==> src/rtl/fifo_sync_pkg.sv <==
// ============================================================================
// Module  : fifo_sync_pkg
// Brief   : Width helpers and parameter-legality functions for fifo_sync.
// Revision: 1.0 - initial release
// ============================================================================
`default_nettype none

package fifo_sync_pkg;

  // Constant-evaluable ceiling log2; returns 0 for v <= 1.
  function automatic int clog2(input int v);
    int r;
    r = 0;
    while ((1 << r) < v) r++;
    return r;
  endfunction

  function automatic int ptr_w(input int depth);
    return clog2(depth);
  endfunction

  function automatic int cnt_w(input int depth);
    return clog2(depth + 1);
  endfunction

  function automatic bit is_pow2(input int v);
    return (v > 0) && ((v & (v - 1)) == 0);
  endfunction

  function automatic bit params_ok(input int width, input int depth, input int afull);
    return (width >= 1) && (depth >= 2) && is_pow2(depth) &&
           (afull >= 1) && (afull <= depth);
  endfunction

endpackage

`default_nettype wire

==> src/rtl/fifo_sync_if.sv <==
// ============================================================================
// Module  : fifo_sync_if
// Brief   : Write/read handshake, flags and occupancy bundle for fifo_sync.
// Revision: 1.0 - initial release
// ============================================================================
`default_nettype none

interface fifo_sync_if
  import fifo_sync_pkg::*;
#(
  parameter int WIDTH = 8,
  parameter int DEPTH = 16
);
  logic                      i_wr_en;
  logic [WIDTH-1:0]          i_wr_data;
  logic                      o_full;
  logic                      o_almost_full;
  logic                      i_rd_en;
  logic [WIDTH-1:0]          o_rd_data;
  logic                      o_not_empty;
  logic [cnt_w(DEPTH)-1:0]   o_count;
  logic                      o_overflow;
  logic                      o_underflow;

  modport master (
    output i_wr_en, i_wr_data, i_rd_en,
    input  o_full, o_almost_full, o_rd_data, o_not_empty,
           o_count, o_overflow, o_underflow
  );

  modport slave (
    input  i_wr_en, i_wr_data, i_rd_en,
    output o_full, o_almost_full, o_rd_data, o_not_empty,
           o_count, o_overflow, o_underflow
  );
endinterface

`default_nettype wire

==> src/rtl/fifo_sync_ram.sv <==
// ============================================================================
// Module  : fifo_sync_ram
// Brief   : DEPTH x WIDTH storage, synchronous write, asynchronous read.
// Revision: 1.0 - initial release
// ============================================================================
`default_nettype none

module fifo_sync_ram
  import fifo_sync_pkg::*;
#(
  parameter int WIDTH = 8,
  parameter int DEPTH = 16,
  parameter int PW    = ptr_w(DEPTH)
) (
  input  wire logic             i_clk,
  input  wire logic             i_wr_en,
  input  wire logic [PW-1:0]    i_wr_addr,
  input  wire logic [WIDTH-1:0] i_wr_data,
  input  wire logic [PW-1:0]    i_rd_addr,
  output logic      [WIDTH-1:0] o_rd_data
);

  // Contents are deliberately not reset so the array maps onto plain RAM.
  logic [WIDTH-1:0] mem_q [DEPTH];

  always_ff @(posedge i_clk) begin
    if (i_wr_en) mem_q[i_wr_addr] <= i_wr_data;
  end

  assign o_rd_data = mem_q[i_rd_addr];

endmodule

`default_nettype wire

==> src/rtl/fifo_sync.sv <==
// ============================================================================
// Module  : fifo_sync
// Brief   : Single-clock FWFT FIFO with flags, count and sticky error bits.
//           Optional macro FIFO_SYNC_BYPASS_EN: write-to-read bypass when empty.
// Revision: 1.0 - initial release
// ============================================================================
`default_nettype none

module fifo_sync
  import fifo_sync_pkg::*;
#(
  parameter int WIDTH       = 8,
  parameter int DEPTH       = 16,
  parameter int AFULL_LEVEL = DEPTH - 2
) (
  input  wire logic  i_clk,
  input  wire logic  i_rst,
  fifo_sync_if.slave bus
);

  localparam int c_PW = ptr_w(DEPTH);
  localparam int c_CW = cnt_w(DEPTH);

  if (!params_ok(WIDTH, DEPTH, AFULL_LEVEL)) begin : g_bad_params
    $error("fifo_sync: illegal WIDTH/DEPTH/AFULL_LEVEL combination");
  end

  logic [c_PW-1:0]  wr_ptr_q, wr_ptr_d;
  logic [c_PW-1:0]  rd_ptr_q, rd_ptr_d;
  logic [c_CW-1:0]  count_q, count_d;
  logic             overflow_q, overflow_d;
  logic             underflow_q, underflow_d;

  logic             w_full;
  logic             w_not_empty;
  logic             w_bypass;
  logic             w_rd_ok;
  logic             w_wr_ok;
  logic [WIDTH-1:0] w_ram_rd_data;

  assign w_full = (count_q == c_CW'(DEPTH));

`ifdef FIFO_SYNC_BYPASS_EN
  // An empty FIFO presents the incoming word directly; if it is also read,
  // both pointers advance together and the stored copy is never seen.
  assign w_bypass      = (count_q == '0) && bus.i_wr_en;
  assign bus.o_rd_data = w_bypass ? bus.i_wr_data : w_ram_rd_data;
`else
  assign w_bypass      = 1'b0;
  assign bus.o_rd_data = w_ram_rd_data;
`endif

  assign w_not_empty = (count_q != '0) || w_bypass;
  assign w_rd_ok     = bus.i_rd_en && w_not_empty;
  assign w_wr_ok     = bus.i_wr_en && (!w_full || w_rd_ok);

  always_comb begin
    wr_ptr_d    = wr_ptr_q;
    rd_ptr_d    = rd_ptr_q;
    count_d     = count_q;
    overflow_d  = overflow_q  || (bus.i_wr_en && !w_wr_ok);
    underflow_d = underflow_q || (bus.i_rd_en && !w_rd_ok);
    if (w_wr_ok) wr_ptr_d = wr_ptr_q + 1'b1;
    if (w_rd_ok) rd_ptr_d = rd_ptr_q + 1'b1;
    if (w_wr_ok && !w_rd_ok)      count_d = count_q + 1'b1;
    else if (w_rd_ok && !w_wr_ok) count_d = count_q - 1'b1;
  end

  always_ff @(posedge i_clk) begin
    if (i_rst) begin
      wr_ptr_q    <= '0;
      rd_ptr_q    <= '0;
      count_q     <= '0;
      overflow_q  <= 1'b0;
      underflow_q <= 1'b0;
    end else begin
      wr_ptr_q    <= wr_ptr_d;
      rd_ptr_q    <= rd_ptr_d;
      count_q     <= count_d;
      overflow_q  <= overflow_d;
      underflow_q <= underflow_d;
    end
  end

  // Storage writes are gated by reset so requests in the reset cycle are inert.
  fifo_sync_ram #(
    .WIDTH (WIDTH),
    .DEPTH (DEPTH),
    .PW    (c_PW)
  ) u_ram (
    .i_clk     (i_clk),
    .i_wr_en   (w_wr_ok && !i_rst),
    .i_wr_addr (wr_ptr_q),
    .i_wr_data (bus.i_wr_data),
    .i_rd_addr (rd_ptr_q),
    .o_rd_data (w_ram_rd_data)
  );

  assign bus.o_full        = w_full;
  assign bus.o_almost_full = (count_q >= c_CW'(AFULL_LEVEL));
  assign bus.o_not_empty   = w_not_empty;
  assign bus.o_count       = count_q;
  assign bus.o_overflow    = overflow_q;
  assign bus.o_underflow   = underflow_q;

endmodule

`default_nettype wire
==> src/flat_wrapper.sv <==
// flat-port wrapper written by rule: the top's interface ports become plain ports
module fifo_sync_flat import fifo_sync_pkg::*;
#(
  parameter int WIDTH       = 8,
  parameter int DEPTH       = 16,
  parameter int AFULL_LEVEL = DEPTH - 2
)
  (i_clk, i_rst, bus_i_wr_en, bus_i_wr_data, bus_i_rd_en, bus_o_full, bus_o_almost_full, bus_o_rd_data, bus_o_not_empty, bus_o_count, bus_o_overflow, bus_o_underflow);
  fifo_sync_if #(.WIDTH(WIDTH), .DEPTH(DEPTH)) bus_i ();
  input  wire logic i_clk;
  input  wire logic i_rst;
  input wire logic [$bits(bus_i.i_wr_en)-1:0] bus_i_wr_en;
  input wire logic [$bits(bus_i.i_wr_data)-1:0] bus_i_wr_data;
  input wire logic [$bits(bus_i.i_rd_en)-1:0] bus_i_rd_en;
  output wire logic [$bits(bus_i.o_full)-1:0] bus_o_full;
  output wire logic [$bits(bus_i.o_almost_full)-1:0] bus_o_almost_full;
  output wire logic [$bits(bus_i.o_rd_data)-1:0] bus_o_rd_data;
  output wire logic [$bits(bus_i.o_not_empty)-1:0] bus_o_not_empty;
  output wire logic [$bits(bus_i.o_count)-1:0] bus_o_count;
  output wire logic [$bits(bus_i.o_overflow)-1:0] bus_o_overflow;
  output wire logic [$bits(bus_i.o_underflow)-1:0] bus_o_underflow;
  assign bus_i.i_wr_en = bus_i_wr_en;
  assign bus_i.i_wr_data = bus_i_wr_data;
  assign bus_i.i_rd_en = bus_i_rd_en;
  assign bus_o_full = bus_i.o_full;
  assign bus_o_almost_full = bus_i.o_almost_full;
  assign bus_o_rd_data = bus_i.o_rd_data;
  assign bus_o_not_empty = bus_i.o_not_empty;
  assign bus_o_count = bus_i.o_count;
  assign bus_o_overflow = bus_i.o_overflow;
  assign bus_o_underflow = bus_i.o_underflow;
  fifo_sync #(.WIDTH(WIDTH), .DEPTH(DEPTH), .AFULL_LEVEL(AFULL_LEVEL)) u_core (.i_clk(i_clk), .i_rst(i_rst), .bus(bus_i));
endmodule
==> config.mk <==
export PLATFORM = sky130hd
export DESIGN_NAME = fifo_sync_flat
export DESIGN_NICKNAME = d
export VERILOG_FILES = /design/src/rtl/fifo_sync_pkg.sv /design/src/rtl/fifo_sync_if.sv /design/src/rtl/fifo_sync_ram.sv /design/src/rtl/fifo_sync.sv /design/src/flat_wrapper.sv
export SDC_FILE = /design/constraint.sdc
export NUM_CORES = 1
export LEC_CHECK = 0
export CAP_MARGIN = 10
export CORE_MARGIN = 4
export CORE_UTILIZATION = 25
export DETAILED_ROUTE_END_ITERATION = 10
export SYNTH_ARGS = -nofsm -noshare
export SYNTH_HDL_FRONTEND = slang
export SYNTH_SLANG_ARGS = --single-unit
==> constraint.sdc <==
create_clock -name i_clk -period 7.06 [get_ports i_clk]
set_input_delay 1.765 -clock i_clk [delete_from_list [all_inputs] [get_ports i_clk]]
set_output_delay 1.765 -clock i_clk [all_outputs]
set_load 0.05 [all_outputs]
======== Word level (Yosys, flattened, before mapping) ========
Memory sizes are Yosys's and may differ from the RTL's. A register that Yosys moved wholly into a read port is not among the register bits.
Cells that the tools add are included.
storage, ports and cells
  word-level logic and storage cells ...... 34
  bits in registers ....................... 15
  memories kept ........................... 1
  output and inout bits ................... 18
  input port bits ......................... 12
  memory bits (writable) .................. 128
cells by class
  add/sub/neg operators ................... 4
  equality and inequality tests ........... 1
  reductions and logical operators ........ 16
  multiplexer cells ....................... 6
  order comparisons ....................... 1
memories
  name                depth  bits a word  rd ports  clocked after Yosys merged registers in  write ports  RTL line             text
  u_core.u_ram.mem_q  16     8            1         1                                        1            fifo_sync_ram.sv:24  logic [WIDTH-1:0] mem_q [DEPTH];
operators by type and width
  operator                                                                              count
  5-bit two-way mux                                                                     2
  4-bit by 1-bit adder with 4-bit output (second input constant)                        2
  4-bit two-way mux                                                                     2
  1-bit logical AND                                                                     7
  5-bit by 1-bit adder with 5-bit output (second input constant)                        1
  5-bit equality test (second input constant)                                           1
  5-bit by 4-bit greater-or-equal comparator with 1-bit output (second input constant)  1
  5-bit nonzero test                                                                    1
  5-bit by 1-bit subtractor with 5-bit output (second input constant)                   1
  1-bit logical NOT                                                                     4
  1-bit logical OR                                                                      3
  1-bit two-way mux                                                                     2
  2-bit nonzero test                                                                    1

======== Depth between registers and ports, before layout ========
Gate-level depths: netlist of run 1.
  word-level depth ........................ 8
  depth in mapped cells ................... 10
  mapped depth without buffers ............ 10

======== Hierarchy ========
Synthesis of run 1 repeated with hierarchy kept, for this count alone.
unflattened totals
  cells, all modules ...................... 314
  area, all modules ....................... 5796.8 µm²
by module, submodules not included
  module         instances  area an instance (µm²)  sequential area each (µm²)  cells an instance
  fifo_sync_ram  1          4987.3                  3843.7                      221
  fifo_sync      1          809.5                   300.3                       93

======== Worst setup path after synthesis of run 1 ========
OpenSTA, ideal clock, no wires.
  kind .................................... reg-to-output
  start point ............................. register u_core.count_q[0] (netlist: u_core.bus.o_count[0])
  end point ............................... output bus_o_full
  arrival ................................. 1.831 ns
  cell stages (with the launch flop) ...... 3
  required time ........................... 5.295 ns
  slack ................................... 3.464 ns
  buffers on the path ..................... 0
  path through ............................ dfxtp_1 or4_4 nor2_1
on the way
  cells in the longest elaborated chain, start to end .. 1
ends and longest elaborated chain
  item                      RTL line            text
  start: declaration        fifo_sync.sv:30     logic [c_CW-1:0] count_q, count_d;
  start signal: assignment  fifo_sync.sv:79     count_q <= count_d;
  5-bit equality test       fifo_sync.sv:41     assign w_full = (count_q == c_CW'(DEPTH));
  end: declaration          flat_wrapper.sv:15  output wire logic [$bits(bus_i.o_full)-1:0] bus_o_full;
Every way passes these cells.

==> results of run 1 <==
==> worst max-delay path by stage <==
| stage | startpoint | end | slack, ps | depth (start not counted) |
|---|---|---|---|---|
| floorplan | u_core.bus.o_count[0]$_SDFFE_PP0P_ | bus_o_full | 3460 | 2 |
| global placement | flop | bus_o_rd_data[4] | 2480 | 5 |
| detailed placement | flop | bus_o_rd_data[4] | 2440 | 5 |
| CTS | flop | bus_o_rd_data[4] | 1990 | 5 |
| global route | flop | bus_o_rd_data[4] | 1850 | 5 |
| finish | flop | bus_o_rd_data[4] | 2070 | 5 |
==> kinds of logic after synthesis <==
family                     after synthesis
adders and majority gates               11
buffers and inverters                   21
DFF                                    147
xor gates and xnor gates                 7
and+or+nand+nor                         64
AOI/OAI and AO/OA                       32
muxes                                   36
==> routing by layer <==
metal | part of all wire | wire (microns) | global-route usage | vias up
met3 | 0.058 | 664 | 0.0341 | 6
met2 | 0.46 | 5280 | 0.140 | 67
met4 | 0.0050 | 57 | 0.0260 | 0
met5 | 0 | 0 | 0 | -
li1 | - | - | - | 1353
met1 | 0.48 | 5440 | 0.128 | 1514
==> through the flow <==
stage	worst slack, ps	utilization	cells	hold slack (ps)	instance area [sq um]
3_3_place_gp	2480	0.285	649	458	6480
6_report	2070	0.310	681	473	7050
2_1_floorplan	3460	-	318	472	5840
3_5_place_dp	2440	0.285	649	462	6480
5_1_grt	1850	0.310	681	546	7050
4_1_cts	1990	0.310	681	480	7050
==> where the power goes <==
part           internal (mW)  total [mW]  switching (mW)
sequential             0.978        1.03          0.0559
combinational          0.279       0.643           0.364
clock                  0.494       0.861           0.367
==> cells in the mapped netlist, types with 2 or more instances <==
library cell and n:
nand2_1 13, inv_1 8, clkbuf_1 7, nor2_1 20, ha_1 10, a22oi_1 16, and3_1 16, nand3b_1 2
a31oi_1 3, a211oi_1 2, a21oi_1 6, mux2_2 2, mux2i_1 2, buf_2 4, xnor2_1 3, mux4_2 32
nor2b_1 3, xor2_1 4, dfxtp_1 19, nand3_1 4, buf_1 2, edfxtp_1 128
==> layout make-up <==
| class | count | area [sq um] |
|---|---|---|
| fillers | 2203 | 15700 |
| clock buffers | 17 | 425 |
| well taps | 313 | 392 |
| multi-input cells | 150 | 1530 |
| flip-flops and latches | 147 | 4230 |
| clock inverters | 15 | 144 |
| repair buffers | 31 | 305 |
| inverters | 8 | 30.0 |
==> worst reg2reg max path, delay by kind of cell, from the launching register on <==
family	cells	cell delay, ps
AO/OA/AOI/OAI	4	730
AND/OR/NAND/NOR	1	600
adder cells (fa/ha/maj)	2	510
flip-flops	1	390
multiplexers	1	340
buffers and inverters	2	230
==> cells in the final DEF, fill, tap and decap left out, types with 4 or more instances in the layout <==
master             n
a21oi_1            6
a22oi_1           16
and3_1            16
clkbuf_16         17
clkdlybuf4s50_1   29
dfxtp_1           18
edfxtp_1         128
ha_1              10
inv_1              8
inv_6              5
mux4_2            32
nand2_1           13
nand3_1            4
nor2_1            20
xor2_1             4
==> state kept, by name, summed over array words and instances (netlist names), named ones only <==
register	count
u_core.bus.o_count	5
u_core.bus.o_overflow	1
u_core.bus.o_underflow	1
u_core.rd_ptr_q	4
u_core.u_ram.mem_q	128
u_core.wr_ptr_q	4
==> results.sh, run 1 <==
export IMPL_status="finished clean"
export IMPL_yosys_area_share_adder=0.0249
export IMPL_cts_setup_buffers=0
export IMPL_setup_tns_ps=0
export IMPL_synth_seq_area_share=0.724
export IMPL_crit_buf_inv=2
export IMPL_nNetsFinal=378
export IMPL_ctsResizeCount=0
export IMPL_antenna_cells=0
export IMPL_cts_buffers=17
export IMPL_ctsHoldBuffers=0
export IMPL_min_to="u_core.bus.o_overflow$_SDFF_PP0_"
export IMPL_final_period_utilization=0.706
export IMPL_grt_max_degree=33
export IMPL_r2r_setup_slack_ps=4130
export IMPL_drive_gt1_frac=0.196
export IMPL_path_cells="buf_4 > mux4_2 > a22oi_1 > nand2_1 > clkdlybuf4s50_1"
export IMPL_ys_types=34
export IMPL_drc=0
export IMPL_finalWirelength_microns=11400
export IMPL_synth_top_family_by_area="multiplexers"
export IMPL_yosysTopAreaCellShare=0.659
export IMPL_overflow=0
export IMPL_hold_viol=0
export IMPL_crit_type="flop to primary output"
export IMPL_drv_slew=0
export IMPL_cts_tree="done"
export IMPL_row_count=55
export IMPL_root_buffer="clkbuf_16"
export IMPL_p_total_mw=2.54
export IMPL_worstPathRequired_ps=5300
export IMPL_critical_path_max_stage_delay_ps=740
export IMPL_io_buffers=29
export IMPL_finalSetupViolCount=0
export IMPL_synthSimpleGateAreaFrac=0.0557
export IMPL_critPathCaptureType="primary output"
export IMPL_grt_usage=0.0935
export IMPL_worst_pin_slew_ps=731
export IMPL_place_congestion=0.734
export IMPL_synth_nets=341
export IMPL_hp_class="flop to flop"
export IMPL_ant_nets=0
export IMPL_h_tree_depth=4
export IMPL_fmax_ghz=0.201
export IMPL_clk_path_buf_depth=2
export IMPL_power_density_nw_per_um2=360
export IMPL_cts_sinks=147
export IMPL_grt_pass1_vias=3186
export IMPL_async_flop_share=0
export IMPL_clk_latency_ps=410
export IMPL_synth_compound_area_share=0.0401
export IMPL_fp_dieW_microns=161
export IMPL_initial_core_util=0.256
export IMPL_ys_seq_elements=147
export IMPL_critPathArrivalTime_ps=3220
export IMPL_drtIter0Drc=224
export IMPL_post_dp_hpwl_microns=7660
export IMPL_clock_skew_ps=6.81
export IMPL_syn_area_sq_um=5840
export IMPL_crit_family="buffers and inverters"
export IMPL_holdPathStages=2
export IMPL_start_kind="flop"
export IMPL_slew_headroom=0.511
export IMPL_synthMuxAreaShare=0.131
export IMPL_syn2layout_area_growth_pct=20.8
export IMPL_crit_slowest_cell="dfxtp_2"
export IMPL_wl_per_cell_microns=16.8
export IMPL_die_area_sq_um=25900
export IMPL_r2r_cells=10
export IMPL_vias=2940
export IMPL_min_period_ps=4990
export IMPL_yosys_warnings=0
export IMPL_synthFlopType="edfxtp_1"
export IMPL_rr_endpoint="u_core.bus.o_count[4]$_SDFFE_PP0P_"
export IMPL_min_from="u_core.bus.o_overflow$_SDFF_PP0_"
export IMPL_yosysTopAreaCell="edfxtp_1"
export IMPL_io_pins=30
export IMPL_die_y_microns=161
export IMPL_vdd_drop_max_v=0.000255
export IMPL_synthXorXnorAreaFrac=0.0105
export IMPL_rr_startpoint="u_core.bus.o_count[1]$_SDFFE_PP0P_"
export IMPL_synthCells=318
export IMPL_synth_area_per_cell_sq_um=18.4
export IMPL_core_sq_um=22800
export IMPL_synth_enable_flop_cells=128
export IMPL_avgViaCountPerCell=4.32
export IMPL_cap_violations=0
export IMPL_rsz0062_at_grt="no"
export IMPL_p_leak_nw=2.30
export IMPL_critical_path_max_fanout=17
export IMPL_antenna_found_initial=0
export IMPL_clk_pin_slew_worst_paths_ps=60
export IMPL_synth_area_leaders="edfxtp_1 (66%), mux4_2 (12%), dfxtp_1 (6.5%)"
export IMPL_grt_pass1_wl_microns=18300
export IMPL_drt_pass1_iterations=6
Power figures use the tool's default switching activity.
==> inputs of run 2 (changes only) <==
==> constraint.sdc (replaced) <==
create_clock -name i_clk -period 5.1 [get_ports i_clk]
set_input_delay 1.275 -clock i_clk [delete_from_list [all_inputs] [get_ports i_clk]]
set_output_delay 1.275 -clock i_clk [all_outputs]
set_load 0.05 [all_outputs]
==> results.sh, run 2 (synthesized netlist as in run 1, its figures left out) <==
export IMPL_drt_pass1_iterations=4
export IMPL_cts_setup_buffers=0
export IMPL_p_int_mw=2.52
export IMPL_dp_slack_ps=1170
export IMPL_fmax_ghz=0.231
export IMPL_crit_slowest_cell="dfxtp_2"
export IMPL_critical_path_max_fanout=18
export IMPL_final_period_utilization=0.850
export IMPL_clk_pin_slew_worst_paths_ps=60
export IMPL_ant_nets=0
export IMPL_setup_tns_ps=0
export IMPL_die_y_microns=161
export IMPL_cts_sinks=147
export IMPL_top_register="u_core.u_ram.mem_q"
export IMPL_grt_max_degree=24
export IMPL_start_kind="flop"
export IMPL_io_buffers=29
export IMPL_drv_slew=0
export IMPL_path_cells="buf_4 > mux4_2 > a22oi_1 > nand2_1 > clkdlybuf4s50_1"
export IMPL_switching_share=0.299
export IMPL_rsz0062_at_grt="no"
export IMPL_critPathArrivalTime_ps=3060
export IMPL_power_density_nw_per_um2=507
export IMPL_stdcell_area_sq_um=7090
export IMPL_root_buffer="clkbuf_16"
export IMPL_slew_headroom=0.341
export IMPL_postLayoutCoreUtil=0.311
export IMPL_ctsHoldBuffers=0
export IMPL_core_sq_um=22800
export IMPL_antenna_cells=0
export IMPL_grt_usage=0.0972
export IMPL_p_leak_nw=2.32
export IMPL_p_total_mw=3.60
export IMPL_initial_core_util=0.256
export IMPL_drtIter0Drc=216
export IMPL_setup_slack_ps=768
export IMPL_dpl_cell_area_sq_um=6490
export IMPL_crit_type="flop to primary output"
export IMPL_power_switching_mw=1.08
export IMPL_status="finished clean"
export IMPL_drc=0
export IMPL_finalHoldWorstSlack_ps=474
export IMPL_nNetsFinal=379
export IMPL_avgViaCountPerCell=4.37
export IMPL_critPathCaptureType="primary output"
export IMPL_clk_latency_ps=420
export IMPL_die_area_sq_um=25900
export IMPL_antenna_found_initial=0
export IMPL_drive_gt1_frac=0.198
export IMPL_io_pins=30
export IMPL_overflow=0
export IMPL_fp_dieW_microns=161
export IMPL_finalSetupViolCount=0
export IMPL_row_count=55
export IMPL_clk_path_buf_depth=2
export IMPL_finalWirelength_microns=12000
export IMPL_hold_viol=0
export IMPL_ctsResizeCount=0
export IMPL_power_frac_clock=0.354
export IMPL_vdd_drop_max_v=0.000296
export IMPL_syn2layout_area_growth_pct=21.5
export IMPL_post_dp_hpwl_microns=7750
export IMPL_clock_skew_ps=11.2
export IMPL_min_period_ps=4330
export IMPL_wl_per_cell_microns=17.6
export IMPL_h_tree_depth=4
export IMPL_largest_reg_flops=128
export IMPL_cts_tree="done"
export IMPL_fin_cells=682
export IMPL_hp_class="flop to flop"
export IMPL_pwr_share_comb=0.246
export IMPL_critical_path_max_stage_delay_ps=730
export IMPL_final_common_cell="edfxtp_1"
export IMPL_cts_buffers=17
export IMPL_worstPathRequired_ps=3830
export IMPL_worst_pin_slew_ps=986
export IMPL_cap_violations=0
export IMPL_dpl_cell_count=650
export IMPL_grt_pass1_wl_microns=18900
export IMPL_grt_pass1_vias=3167
export IMPL_vias=2982
export IMPL_mostFrequentLayoutCells="edfxtp_1 (128), mux4_2 (32), clkdlybuf4s50_1 (29), nor2_1 (20), dfxtp_1 (18)"
export IMPL_seqPwrFrac=0.400
export IMPL_place_congestion=0.792
run 2: cell count changes in the layout (fill, tap and decap cells not counted), sizes merged:
cell and delta:
clkinv -2, bufinv +2, clkbuf +1, buf +1, inv -1
run 2: power by group through the flow:
stage                     Sequential, mW  Combinational [mW]  Clock [mW]
final                               1.44               0.883        1.27
after global routing                1.46               0.956        1.35
after global placement              1.47               0.875           0
after CTS                           1.44               0.893        1.29
after floorplan                     1.47               0.639           0
after detailed placement            1.47               0.888           0
run 2: layer usage:
metal  up-vias  track usage  part of all wire
met5         -            0                 0
met4         0       0.0279            0.0095
met3         9       0.0349             0.086
met2       103        0.147              0.46
met1      1512        0.132              0.45
li1       1358            -                 -
run 2: cell type report:
type	instances	area [sq um]
multi-input cells	150	1530
inverters	8	30.0
well taps	313	392
repair buffers	32	313
flip-flops and latches	147	4230
clock buffers	18	429
clock inverters	14	174
fillers	2210	15700
run 2: path summary, 6_finish.rpt:
path | from | end | slack [ps] | depth (start not counted)
setup / recovery | flop | bus_o_rd_data[7] | 770 | 5
hold / removal | u_core.bus.o_overflow$_SDFF_PP0_ | u_core.bus.o_overflow$_SDFF_PP0_ | 470 | 2
setup reg to reg | u_core.bus.o_count[0]$_SDFFE_PP0P_ | u_core.bus.o_count[4]$_SDFFE_PP0P_ | 2130 | 10
hold reg to reg | u_core.bus.o_overflow$_SDFF_PP0_ | u_core.bus.o_overflow$_SDFF_PP0_ | 470 | 2
run 2: critical path, delay by kind of cell, from the launching register on:
family | cells | cell delay (ps)
buf+inv | 2 | 1070
flops | 1 | 730
mux | 1 | 530
compound gates | 1 | 190
simple gates | 1 | 110
==> inputs of run 3 (changes only) <==
==> constraint.sdc (replaced) <==
create_clock -name i_clk -period 4.54 [get_ports i_clk]
set_input_delay 1.135 -clock i_clk [delete_from_list [all_inputs] [get_ports i_clk]]
set_output_delay 1.135 -clock i_clk [all_outputs]
set_load 0.05 [all_outputs]
==> results.sh, run 3 (synthesized netlist as in run 1, its figures left out) <==
export IMPL_final_common_cell="edfxtp_1"
export IMPL_cap_violations=0
export IMPL_core_sq_um=22800
export IMPL_drt_pass1_iterations=4
export IMPL_io_buffers=29
export IMPL_die_area_sq_um=25900
export IMPL_ant_nets=0
export IMPL_p_int_mw=2.75
export IMPL_fmax_ghz=0.249
export IMPL_critical_path_max_fanout=16
export IMPL_clk_path_buf_depth=2
export IMPL_clk_pin_slew_worst_paths_ps=60
export IMPL_cts_sinks=147
export IMPL_setup_tns_ps=0
export IMPL_grt_pass1_wl_microns=18700
export IMPL_grt_pass1_vias=3171
export IMPL_vias=3000
export IMPL_critical_path_max_stage_delay_ps=720
export IMPL_die_y_microns=161
export IMPL_drtIter0Drc=154
export IMPL_hp_class="flop to flop"
export IMPL_wl_per_cell_microns=17.3
export IMPL_crit_buf_inv=2
export IMPL_critPathCaptureType="primary output"
export IMPL_fp_dieW_microns=161
export IMPL_r2r_setup_slack_ps=1550
export IMPL_finalHoldWorstSlack_ps=480
export IMPL_nNetsFinal=380
export IMPL_mostFrequentLayoutCells="edfxtp_1 (128), mux4_2 (32), clkdlybuf4s50_1 (29), nor2_1 (20), dfxtp_1 (18)"
export IMPL_avgViaCountPerCell=4.39
export IMPL_crit_slowest_cell="clkdlybuf4s50_1"
export IMPL_drive_gt1_frac=0.200
export IMPL_power_switching_mw=1.24
export IMPL_hold_viol=0
export IMPL_rsz0062_at_grt="no"
export IMPL_drv_slew=0
export IMPL_overflow=0
export IMPL_crit_family="buffers and inverters"
export IMPL_seqPwrFrac=0.398
export IMPL_io_pins=30
export IMPL_slew_headroom=0.471
export IMPL_largest_reg_flops=128
export IMPL_pwr_share_comb=0.262
export IMPL_status="finished clean"
export IMPL_switching_share=0.312
export IMPL_min_period_ps=4020
export IMPL_path_cells="buf_12 > mux4_2 > a22oi_1 > nand2_1 > clkdlybuf4s50_1"
export IMPL_antenna_cells=0
export IMPL_finalWirelength_microns=11800
export IMPL_top_register="u_core.u_ram.mem_q"
export IMPL_ctsHoldBuffers=0
export IMPL_h_tree_depth=4
export IMPL_critPathArrivalTime_ps=2880
export IMPL_post_dp_hpwl_microns=7750
export IMPL_antenna_found_initial=0
export IMPL_start_kind="flop"
export IMPL_finalSetupViolCount=0
export IMPL_cts_setup_buffers=0
export IMPL_vdd_drop_max_v=0.000328
export IMPL_row_count=55
export IMPL_final_period_utilization=0.885
export IMPL_ctsResizeCount=0
export IMPL_cts_buffers=17
export IMPL_place_congestion=0.732
export IMPL_postLayoutCoreUtil=0.311
export IMPL_syn2layout_area_growth_pct=21.3
export IMPL_worstPathRequired_ps=3400
export IMPL_drc=0
export IMPL_crit_type="flop to primary output"
export IMPL_power_frac_clock=0.340
export IMPL_clk_latency_ps=420
export IMPL_root_buffer="clkbuf_16"
export IMPL_grt_max_degree=33
export IMPL_worst_pin_slew_ps=791
export IMPL_p_leak_nw=2.32
export IMPL_power_density_nw_per_um2=563
export IMPL_clock_skew_ps=12.7
export IMPL_cts_tree="done"
export IMPL_initial_core_util=0.256
export IMPL_grt_usage=0.0951
[run 3: layout make-up]
cell class	instances	area, sq um
Multi-Input combinational cell	150	1530
Tap cell	313	392
Clock inverter	14	143
Clock buffer	18	429
Fill cell	2218	15700
Sequential cell	147	4230
Timing Repair Buffer	33	333
Inverter	8	30.0
[run 3: final timing paths]
| check | from | to | cells after the start |
|---|---|---|---|
| min | u_core.bus.o_underflow$_SDFF_PP0_ | u_core.bus.o_underflow$_SDFF_PP0_ | 2 |
| max | flop | bus_o_rd_data[6] | 5 |
| max reg2reg | u_core.bus.o_count[0]$_SDFFE_PP0P_ | u_core.bus.o_count[4]$_SDFFE_PP0P_ | 10 |
| min reg2reg | u_core.bus.o_underflow$_SDFF_PP0_ | u_core.bus.o_underflow$_SDFF_PP0_ | 2 |
[run 3: worst register-to-register path: stages (launching register included)]
cell      delay (ps)
dfxtp_1          380
or4_4            620
o31ai_4          260
inv_1             80
ha_1             220
inv_1            160
ha_1             300
a21oi_1          220
a211oi_1         100
a31oi_1          190
mux2_2           350
[run 3: power groups by stage]
| stage | sequential (mW) | clock (mW) | combinational [mW] |
|---|---|---|---|
| 6_report | 1.59 | 1.36 | 1.04 |
| 5_1_grt | 1.60 | 1.44 | 1.12 |
| 4_1_cts | 1.59 | 1.38 | 1.06 |
| 3_5_place_dp | 1.62 | 0 | 1.05 |
| 3_3_place_gp | 1.62 | 0 | 1.04 |
| 2_1_floorplan | 1.65 | 0 | 0.718 |
[run 3: metal layers]
layer	vias up	global-route usage	wire length, microns
met3	19	0.0298	744
met1	1530	0.127	5320
met2	94	0.147	5560
li1	1357	-	-
met4	0	0.0314	178
met5	-	0	0
[run 3: metrics by stage]
stage | instances | instance area [sq um] | total power [mW] | worst slack (ps)
CTS | 683 | 7080 | 4.03 | 457
global route | 683 | 7080 | 4.16 | 344
finish | 683 | 7080 | 3.99 | 521
global placement | 651 | 6510 | 2.66 | 849
detailed placement | 651 | 6510 | 2.67 | 775
floorplan | 318 | 5840 | 2.36 | 1570
